==> src/rtl/regfile_write_sched_if.sv <==
// Writeback request, reservation and register-file write bundle for regfile_write_sched.
// master = writeback sources/decode side, slave = the scheduler.
interface regfile_write_sched_if #(
    parameter int NREQ  = 3,
    parameter int WIDTH = 32,
    parameter int AW    = 5
);
    logic [NREQ-1:0]       Req_valid;
    logic [NREQ-1:0]       Req_ready;
    logic [NREQ*AW-1:0]    Req_addr;
    logic [NREQ*WIDTH-1:0] Req_data;
    logic                  Reserve_valid;
    logic [AW-1:0]         Reserve_addr;
    logic [WIDTH-1:0]      WriteData;
    logic [AW-1:0]         WriteRegister;
    logic                  RegWrite;
    logic [(1<<AW)-1:0]    Busy;
    logic                  Err;

    modport master (
        output Req_valid, Req_addr, Req_data, Reserve_valid, Reserve_addr,
        input  Req_ready, WriteData, WriteRegister, RegWrite, Busy, Err
    );

    modport slave (
        input  Req_valid, Req_addr, Req_data, Reserve_valid, Reserve_addr,
        output Req_ready, WriteData, WriteRegister, RegWrite, Busy, Err
    );
endinterface

==> src/rtl/regfile_write_sched.sv <==
// Round-robin write-port scheduler with per-register busy scoreboard; one registered stage,
// RegWrite one cycle after the grant. Requesters are backpressured only by losing arbitration.
module regfile_write_sched #(
    parameter int NREQ  = 3,
    parameter int WIDTH = 32,
    parameter int AW    = 5
) (
    input logic                 Clk,
    input logic                 Reset_n,
    regfile_write_sched_if.slave bus
);
    localparam int NREG = 1 << AW;
    localparam int LGW  = $clog2(NREQ);

    logic [LGW-1:0]   last_grant;
    logic [NREQ-1:0]  grant;
    logic [LGW-1:0]   grant_idx;
    logic             found;
    int               cand;
    logic             xfer;
    logic [AW-1:0]    xfer_addr;
    logic [WIDTH-1:0] xfer_data;

    logic             wr_en_q;
    logic [AW-1:0]    wr_reg_q;
    logic [WIDTH-1:0] wr_dat_q;

    logic [NREG-1:0]  busy_q;
    logic [NREG-1:0]  busy_nxt;
    logic [NREG-1:0]  set_vec;
    logic [NREG-1:0]  clr_vec;
    logic             err_q;
    logic             err_nxt;

    // Search starts one past the last winner so every requester gets a turn.
    always_comb begin
        grant     = '0;
        grant_idx = last_grant;
        found     = 1'b0;
        cand      = 0;
        for (int k = 0; k < NREQ; k++) begin
            cand = int'(last_grant) + 1 + k;
            if (cand >= NREQ) cand = cand - NREQ;
            if (!found && bus.Req_valid[cand]) begin
                found       = 1'b1;
                grant[cand] = 1'b1;
                grant_idx   = LGW'(cand);
            end
        end
        if (!Reset_n) grant = '0;
    end

    assign xfer      = |grant;
    assign xfer_addr = bus.Req_addr[grant_idx*AW +: AW];
    assign xfer_data = bus.Req_data[grant_idx*WIDTH +: WIDTH];

    always_ff @(posedge Clk) begin
        if (!Reset_n) begin
            last_grant <= LGW'(NREQ - 1);
            wr_en_q    <= 1'b0;
            wr_reg_q   <= '0;
            wr_dat_q   <= '0;
        end else begin
            wr_en_q <= xfer && (xfer_addr != '0);
            if (xfer) last_grant <= grant_idx;
            if (xfer && (xfer_addr != '0)) begin
                wr_reg_q <= xfer_addr;
                wr_dat_q <= xfer_data;
            end
        end
    end

    // A reservation landing on the same edge as the retiring write wins: it is the younger one.
    always_comb begin
        set_vec = '0;
        clr_vec = '0;
        if (bus.Reserve_valid && (bus.Reserve_addr != '0)) set_vec[bus.Reserve_addr] = 1'b1;
        if (wr_en_q) clr_vec[wr_reg_q] = 1'b1;
        busy_nxt    = (busy_q & ~clr_vec) | set_vec;
        busy_nxt[0] = 1'b0;

        err_nxt = err_q;
        if (|(set_vec & busy_q & ~clr_vec)) err_nxt = 1'b1;
        if (xfer && (xfer_addr != '0) && !busy_q[xfer_addr]) err_nxt = 1'b1;
    end

    always_ff @(posedge Clk) begin
        if (!Reset_n) begin
            busy_q <= '0;
            err_q  <= 1'b0;
        end else begin
            busy_q <= busy_nxt;
            err_q  <= err_nxt;
        end
    end

    assign bus.Req_ready     = grant;
    assign bus.RegWrite      = wr_en_q;
    assign bus.WriteRegister = wr_reg_q;
    assign bus.WriteData     = wr_dat_q;
    assign bus.Busy          = busy_q;
    assign bus.Err           = err_q;
endmodule

==> src/flat_wrapper.sv <==
// flat-port wrapper written by rule: the top's interface ports become plain ports
module regfile_write_sched_flat 
#(
    parameter int NREQ  = 3,
    parameter int WIDTH = 32,
    parameter int AW    = 5
)
  (Clk, Reset_n, bus_Req_valid, bus_Req_addr, bus_Req_data, bus_Reserve_valid, bus_Reserve_addr, bus_Req_ready, bus_WriteData, bus_WriteRegister, bus_RegWrite, bus_Busy, bus_Err);
  regfile_write_sched_if #(.NREQ(NREQ), .WIDTH(WIDTH), .AW(AW)) bus_i ();
  input logic Clk;
  input logic Reset_n;
  input wire logic [$bits(bus_i.Req_valid)-1:0] bus_Req_valid;
  input wire logic [$bits(bus_i.Req_addr)-1:0] bus_Req_addr;
  input wire logic [$bits(bus_i.Req_data)-1:0] bus_Req_data;
  input wire logic [$bits(bus_i.Reserve_valid)-1:0] bus_Reserve_valid;
  input wire logic [$bits(bus_i.Reserve_addr)-1:0] bus_Reserve_addr;
  output wire logic [$bits(bus_i.Req_ready)-1:0] bus_Req_ready;
  output wire logic [$bits(bus_i.WriteData)-1:0] bus_WriteData;
  output wire logic [$bits(bus_i.WriteRegister)-1:0] bus_WriteRegister;
  output wire logic [$bits(bus_i.RegWrite)-1:0] bus_RegWrite;
  output wire logic [$bits(bus_i.Busy)-1:0] bus_Busy;
  output wire logic [$bits(bus_i.Err)-1:0] bus_Err;
  assign bus_i.Req_valid = bus_Req_valid;
  assign bus_i.Req_addr = bus_Req_addr;
  assign bus_i.Req_data = bus_Req_data;
  assign bus_i.Reserve_valid = bus_Reserve_valid;
  assign bus_i.Reserve_addr = bus_Reserve_addr;
  assign bus_Req_ready = bus_i.Req_ready;
  assign bus_WriteData = bus_i.WriteData;
  assign bus_WriteRegister = bus_i.WriteRegister;
  assign bus_RegWrite = bus_i.RegWrite;
  assign bus_Busy = bus_i.Busy;
  assign bus_Err = bus_i.Err;
  regfile_write_sched #(.NREQ(NREQ), .WIDTH(WIDTH), .AW(AW)) u_core (.Clk(Clk), .Reset_n(Reset_n), .bus(bus_i));
endmodule
==> config.mk <==
export PLATFORM = sky130hd
export DESIGN_NAME = regfile_write_sched_flat
export DESIGN_NICKNAME = d
export VERILOG_FILES = /design/src/rtl/regfile_write_sched_if.sv /design/src/rtl/regfile_write_sched.sv /design/src/flat_wrapper.sv
export SDC_FILE = /design/constraint.sdc
export NUM_CORES = 1
export LEC_CHECK = 0
export ABC_CLOCK_PERIOD_IN_PS = 7100
export CORE_MARGIN = 2
export CORE_UTILIZATION = 35
export DETAILED_ROUTE_END_ITERATION = 16
export PLACE_DENSITY = 0.68
export SYNTH_ARGS = -nofsm -noshare
export SYNTH_HDL_FRONTEND = slang
export SYNTH_SLANG_ARGS = --single-unit
==> constraint.sdc <==
create_clock -name Clk -period 7.1 [get_ports Clk]
set_input_delay 0.71 -clock Clk [delete_from_list [all_inputs] [get_ports Clk]]
set_output_delay 0.71 -clock Clk [all_outputs]
set_load 0.02 [all_outputs]
Word-level counts from Yosys, hierarchy flattened --
Index checks and enable logic that the tools add are counted.
Storage, ports and cells: register bits 73, logic and storage cells 92
Operators by class: add/sub/neg operators 6, multipliers 1, order comparisons 14, shifts and indexed selects 2, multiplexer cells 37, bitwise operators 7, reduce and logical (&&, ||, !) cells 18
Operator list (count):
- $mux W32 | 5
- $and A32 B32 Y32 | 3
- $ge A32 B1 Y1 const B | 3
- $lt A32 B4 Y1 const B | 3
- $shiftx A96 B8 Y32 | 1
- $ge A32 B3 Y1 const B | 2
- $sub A32 B3 Y32 const B | 2
- $add A32 B2 Y32 const B | 1
- $add A32 B3 Y32 const B | 1
- $not A32 Y32 | 1
- $or A32 B32 Y32 | 1
- $reduce_or A32 Y1 | 1
- $lt A5 B6 Y1 const B | 3
- $mux W1 | 16
- $shiftx A15 B6 Y5 | 1
- $mux W3 | 4
- $demux W1 S5 | 2
- $ge A5 B1 Y1 const B | 2
- $logic_and A1 B1 Y1 | 10
- $reduce_bool A5 Y1 | 2
- $bmux W1 S2 | 3
- $demux W1 S2 | 3
- $mux W2 | 3
- $or A3 B3 Y3 | 2
- 8 further kinds | 10

Longest topological paths before layout --
Gate-level depths: netlist of the first run.
word-level depth 20, mapped depth 14, depth with buffers taken out 11

Worst setup path before layout of the first run --
Ideal clock, no wire load.
path kind reg-to-reg, from register u_core.last_grant[0], to register u_core.err_q (netlist: u_core.bus.Err), setup time 0.086 ns, arrival 3.372 ns, data required time 7.014 ns, slack 3.641 ns, cell stages (with the launch flop) 13, period minus slack after synthesis 3.459 ns, path through dfxtp_1 -> inv_1 -> ha_1 -> nor3b_2 -> o2bb2ai_1 -> a21o_1 -> buf_4 -> o211a_4 -> a221oi_4 -> mux2_1 -> o311ai_0 -> o2111ai_1 -> a221oi_2
On the way: cells in the longest elaborated chain, start to end 20
Ends and longest elaborated chain:
- from (decl) | line regfile_write_sched.sv:15 | logic [LGW-1:0] last_grant;
- from (signal assigned) | line regfile_write_sched.sv:59 | last_grant <= LGW'(NREQ - 1);
- from (signal assigned) | line regfile_write_sched.sv:65 | if (xfer) last_grant <= grant_idx;
- branches (longest 18 deep; another with $add A32 B2 Y32)
- $logic_and A1 B1 Y1 (*) | line regfile_write_sched.sv:84 | if (xfer && (xfer_addr != '0) && !busy_q[xfer_addr]) err_nxt = 1'b1;
- $mux W1 or $reduce_bool A2 Y1 (tied branches)
- to (signal assigned) | line regfile_write_sched.sv:93 | err_q <= err_nxt;
- to (decl) | line regfile_write_sched.sv:32 | logic err_q;
Mark *: on every way between the ends. The select of a mux whose other input is x is not followed. A chain may end at the register's enable or synchronous reset.

Final worst setup path of the first run --
from register u_core.last_grant[0], to register u_core.wr_dat_q[26] (netlist: u_core.bus.WriteData[26])
On the way: cells in the longest elaborated chain, start to end 17
Ends and longest elaborated chain:
- branches (longest 17 deep; another with $add A32 B2 Y32)
- to (signal assigned) | line regfile_write_sched.sv:68 | wr_dat_q <= xfer_data;
- to (decl) | line regfile_write_sched.sv:26 | logic [WIDTH-1:0] wr_dat_q;
Several ways; the timed one is not identified. The select of a mux whose other input is x is not followed.

==> reports/results.tsv, run 1 <==
metric	value	unit
dr.pass1.iters	5	
regToRegStartpoint	u_core.last_grant[0]	
final_common_cell	clkdlybuf4s50_1	
power_density	490	nW/um2
cp_top_family	compound AO/OA/AOI/OAI gates	
postCtsSetupRepairBufs	0	
grt_max_degree	70	
grt_pass1_vias	5042	
diodes	0	
clk_latency	0.34	ns
drtIter0Drc	419	
cpMaxStageDelayCell	a31oi_4	
seq_area_frac_synth	31.7	%
route.vias.total	5354	
dieHeight	118	um
clkPwrFrac	13.3	%
synthToLayoutAreaGrowth	50.5	%
dominantRegCellSynth	dfxtp_1	
finalCriticalPeriod	5.05	ns
via_per_inst	5.59	
post-place-cells	942	
remaining_drc_errors	0	
grt_pass1_wl	27800	um
totalWireLength	18000	um
power_frac_seq	17.0	%
drive_above_1_share	7.00	%
grt_setup_unrepaired	false	
crit_start	u_core.last_grant[0]	
critical_path_required	7.34	ns
netlist_instances	612	
cts-root-buf	clkbuf_16	
path_max_fanout	41	
postCtsResizedCells	0	
holdCritPathClass	reg2reg	
synthDistinctLibCells	71	
ant_nets	0	
yosys_warnings	0	
crit_arrival	5.29	ns
tns	0	ns
hp-start	u_core.bus.WriteData[25]	
drv_slew	0	
p_sw_share	51.6	%
share_comb_of_total_power	69.7	%
clock-sinks	72	
max_freq	198	MHz
path_buf_inv	2	
syn_area_per_cell	7.43	um2
die_x	118	um
cp_common_cell	nor2_1	
clk_pin_slew_worst_paths	0.07	ns
final_cells	958	
cap_viol_max_count	0	
period_share	71.1	%
slew_headroom	29.9	%
mostFrequentLayoutCells	clkdlybuf4s50_1 (194), nand2_1 (110), a21oi_1 (101)	
numCtsBuffers	9	
slowest_delay	0.83	ns
overflow	0	
rows	41	
num_io_pins	196	
cts_max_path_buffers	2	
ys_async_sr_fraction	0	%
synth_edf_count	0	
fin_nets	909	
intPower	1.62	mW
status	complete, no violations	
syn_area	4550	um2
path_cells	inv_1, ha_1, nor3b_2, o2bb2ai_1, a21oi_1, a21boi_4, o221ai_1, nor2_1, a31oi_4, buf_4, nor2_1, a211oi_1	
crit_path_start_kind	flip-flop	
fin_area	6840	um2
setup_viol	0	
crit_type	reg2reg	
dieArea	13900	um2
place_area	6550	um2
fin_skew	0.00946	ns
gp_congestion	0.901	
p_leak	2.41	nW
dp_hpwl	13500	um
initial_utilization	35.9	%
globalRouteTotalUtil	24.8	%
wl_per_cell	18.8	um
core_area	12700	um2
htree_levels	3	
power_switching	1.73	mW
cts_tree	done	
syn-num-nets	740	
hold_viol	0	
ys_seq_elements	72	
port_buffers	194	
peakVddDrop	304	uV
holdBufCountCts	0	
antenna_found_initial	0	
crit_path_end_kind	flip-flop	
tightest_slew	1.05	ns
[synth_stat cells, types with 6 or more instances]
cell,number,area share (%)
a21oi_1,102,11
nor2_1,49,4.0
nand2_1,110,9.1
o2111ai_1,7,1.3
nand3_1,10,1.1
clkbuf_1,21,1.7
a211oi_1,35,5.8
buf_1,7,0.58
inv_1,15,1.2
mux2i_1,8,1.8
o21ai_0,36,4.0
ha_1,6,1.7
buf_2,8,0.88
nand3b_1,6,0.99
nand2b_1,6,0.83
dfxtp_1,72,32
o22ai_1,15,2.1
[registers in the layout (all words and copies together) (netlist names)]
| register | count |
|---|---|
| u_core.bus.WriteRegister | 5 |
| u_core.bus.WriteData | 32 |
| u_core.last_grant | 2 |
| u_core.bus.Busy | 31 |
| u_core.bus.RegWrite | 1 |
| u_core.bus.Err | 1 |
[power by group through the flow]
stage / clock network (mW) / logic, mW / registers [mW]
2_1_floorplan: 0 / 1.67 / 0.648
3_3_place_gp: 0 / 2.27 / 0.574
3_5_place_dp: 0 / 2.32 / 0.578
4_1_cts: 0.453 / 2.33 / 0.569
5_1_grt: 0.468 / 2.55 / 0.582
6_report: 0.445 / 2.34 / 0.570
[cell type report]
class,instances,area (um2)
Clock buffer,9,225
Clock inverter,7,61.3
Tap cell,172,215
Sequential cell,72,1440
Fill cell,1224,5830
Timing Repair Buffer,201,1990
Inverter,17,63.8
Multi-Input combinational cell,480,2840
[metal layers]
| layer | GRT usage [%] | vias up | wire, um | part of all wire, % |
|---|---|---|---|---|
| met3 | 5.38 | 26 | 1270 | 7.1 |
| met2 | 42.0 | 226 | 8740 | 49 |
| li1 | - | 2575 | - | - |
| met5 | 0 | - | 0 | 0 |
| met4 | 7.53 | 0 | 313 | 1.7 |
| met1 | 31.6 | 2527 | 7660 | 43 |
[final timing paths]
check | end | slack, ns | cells past startpoint
max | u_core.bus.WriteData[26] | 2.05 | 12
max reg2reg | u_core.bus.WriteData[26] | 2.05 | 12
min | u_core.bus.WriteData[25] | 0.50 | 2
min reg2reg | u_core.bus.WriteData[25] | 0.50 | 2
[worst register-to-register path, cell delays in order (launching register included)]
cell and delay (ns):
dfxtp_1 0.47, inv_1 0.17, ha_1 0.54, nor3b_2 0.40, o2bb2ai_1 0.15, a21oi_1 0.35
a21boi_4 0.32, o221ai_1 0.75, nor2_1 0.21, a31oi_4 0.83, buf_4 0.45, nor2_1 0.08
a211oi_1 0.24
[per-stage QoR]
stage / setup slack (ns) / hold slack, ns / util [%] / power (mW)
detailed placement: 2.07 / 0.492 / 51.7 / 2.90
CTS: 2.08 / 0.500 / 54.0 / 3.35
finish: 2.05 / 0.497 / 54.0 / 3.35
global route: 1.65 / 0.521 / 54.0 / 3.60
floorplan: 3.64 / 0.512 / - / 2.32
global placement: 2.18 / 0.485 / 51.7 / 2.84
[cell families after synthesis]
family | share of synthesized area, %
AO/OA/AOI/OAI | 35.1
XOR/XNOR | 0.193
adder cells (fa/ha/maj) | 1.65
buffers and inverters | 6.08
flip-flops | 31.7
multiplexers | 3.91
other | 0.0825
AND/OR/NAND/NOR | 21.3
Power figures use the tool's default switching activity.
==> inputs of run 2 (changes only) <==
--- a/config.mk
+++ b/config.mk
@@ -5,11 +5,11 @@
 export SDC_FILE = /design/constraint.sdc
 export NUM_CORES = 1
 export LEC_CHECK = 0
-export ABC_CLOCK_PERIOD_IN_PS = 7100
+export ABC_CLOCK_PERIOD_IN_PS = 4400
 export CORE_MARGIN = 2
 export CORE_UTILIZATION = 35
 export DETAILED_ROUTE_END_ITERATION = 16
-export PLACE_DENSITY = 0.68
+export PLACE_DENSITY = 0.71
 export SYNTH_ARGS = -nofsm -noshare
 export SYNTH_HDL_FRONTEND = slang
 export SYNTH_SLANG_ARGS = --single-unit
==> constraint.sdc (replaced) <==
create_clock -name Clk -period 4.4 [get_ports Clk]
set_input_delay 0.44 -clock Clk [delete_from_list [all_inputs] [get_ports Clk]]
set_output_delay 0.44 -clock Clk [all_outputs]
set_load 0.02 [all_outputs]
==> run 2 against run 1 <==
Register-to-register slack got worse by 1.8 ns. Via count rose by 2.1%. Global-route usage rose by 1.4 points. Sequential power up 62%. Sequential cell count is the same. Setup slack got worse by 1.8 ns. Combinational power is 70% higher. Fmax is 22% higher. Sequential share of layout area fell by 0.30 points. Final cell count grew 0.94%. Critical endpoint is now u_core.bus.Err. Largest cell class unchanged.
==> reports/results.tsv, run 2 (same netlist as run 1, synthesis figures left out) <==
metric	value	unit
status	complete, no violations	
cp_common_cell	o2111ai_1	
initial_utilization	35.9	%
cts-root-buf	clkbuf_16	
clk_latency	0.33	ns
cp_top_family	compound AO/OA/AOI/OAI gates	
n_fill_cell	1209	
ff_latch_area	1440	um2
globalRouteTotalUtil	26.2	%
dieArea	13900	um2
postCtsSetupRepairBufs	0	
largest_reg_flops	32	
diodes	0	
tightest_slew	0.908	ns
crit_path_start_kind	flip-flop	
die_x	118	um
slowest_delay	0.55	ns
crit_path_end_kind	flip-flop	
setup_viol	0	
crit_type	reg2reg	
clock-sinks	72	
path_buf_inv	1	
drv_slew	0	
drtIter0Drc	479	
max_freq	242	MHz
grt_max_degree	70	
ant_nets	0	
power_density	811	nW/um2
holdCritPathClass	reg2reg	
remaining_drc_errors	0	
numCtsBuffers	9	
cts_max_path_buffers	2	
totalWireLength	18500	um
peakVddDrop	475	uV
crit_arrival	4.37	ns
fin_skew	0.00819	ns
slew_headroom	39.0	%
postCtsResizedCells	0	
num_io_pins	196	
cap_viol_max_count	0	
path_max_fanout	13	
multi_input_area	2850	um2
critical_path_required	4.64	ns
final_common_cell	clkdlybuf4s50_1	
clk_pin_slew_worst_paths	0.06	ns
hold_viol	0	
antenna_found_initial	0	
post-place-cells	951	
finalCriticalPeriod	4.13	ns
power	5.63	mW
port_buffers	194	
htree_levels	3	
route.vias.total	5466	
final_cells	967	
grt_setup_unrepaired	false	
tns	0	ns
grt_pass1_wl	29400	um
gp_congestion	0.938	
via_per_inst	5.65	
rows	41	
dp_hpwl	13900	um
cpMaxStageDelayCell	o221a_1	
path_cells	inv_1, ha_1, nor3b_2, o2bb2ai_1, a21o_1, o211ai_2, o221a_1, mux2_1, o2111ai_1, o2111ai_1, a221oi_2	
core_area	12700	um2
overflow	0	
dieHeight	118	um
wl_per_cell	19.1	um
drive_above_1_share	8.05	%
postLayoutCoreUtil	54.8	%
fin_nets	918	
mostFrequentLayoutCells	clkdlybuf4s50_1 (194), nand2_1 (110), a21oi_1 (101)	
dr.pass1.iters	5	
cts_tree	done	
period_share	93.8	%
holdBufCountCts	0	
grt_pass1_vias	5344	
synthToLayoutAreaGrowth	52.6	%
p_leak	2.48	nW
==> run 2: cell type report <==
class / instances / share of cell area, %
Tap cell: 172 / 3.10
Inverter: 17 / 0.920
Clock inverter: 7 / 1.03
Timing Repair Buffer: 210 / 29.9
Clock buffer: 9 / 3.25
Sequential cell: 72 / 20.8
Multi-Input combinational cell: 480 / 41.0
==> run 2: metal layers <==
layer | vias up | global-route usage (%) | wire (um)
li1 | 2577 | - | -
met1 | 2605 | 34.6 | 8020
met2 | 254 | 43.3 | 8720
met3 | 30 | 5.18 | 1420
met4 | 0 | 7.83 | 340
met5 | - | 0 | 0
==> run 2: final timing paths <==
path / startpoint / to / slack [ns] / cells after the start
worst max-delay path: u_core.last_grant[0] / u_core.bus.Err / 0.27 / 11
worst min-delay path: u_core.bus.WriteData[1] / u_core.bus.WriteData[1] / 0.50 / 2
worst max register to register: u_core.last_grant[0] / u_core.bus.Err / 0.27 / 11
worst min register to register: u_core.bus.WriteData[1] / u_core.bus.WriteData[1] / 0.50 / 2
==> run 2: tightest hold or removal path: cells and delay by family, from the launching register on <==
kind,cells,cell delay (ns)
AOI/OAI and AO/OA,1,0.05
DFF,1,0.30
and+or+nand+nor,1,0.09
==> run 2: through the flow <==
stage	cell area [um2]	setup slack (ns)	hold slack, ns
floorplan	4550	0.941	0.512
global placement	6630	0.502	0.484
detailed placement	6630	0.380	0.491
CTS	6930	0.354	0.499
global route	6940	0.0293	0.522
finish	6940	0.274	0.496
==> run 2: power by group <==
part | internal, mW | leakage, nW | switching [mW]
combinational | 1.50 | 1.74 | 2.47
clock | 0.440 | 0.150 | 0.287
sequential | 0.808 | 0.590 | 0.116
total | 2.75 | 2.48 | 2.88
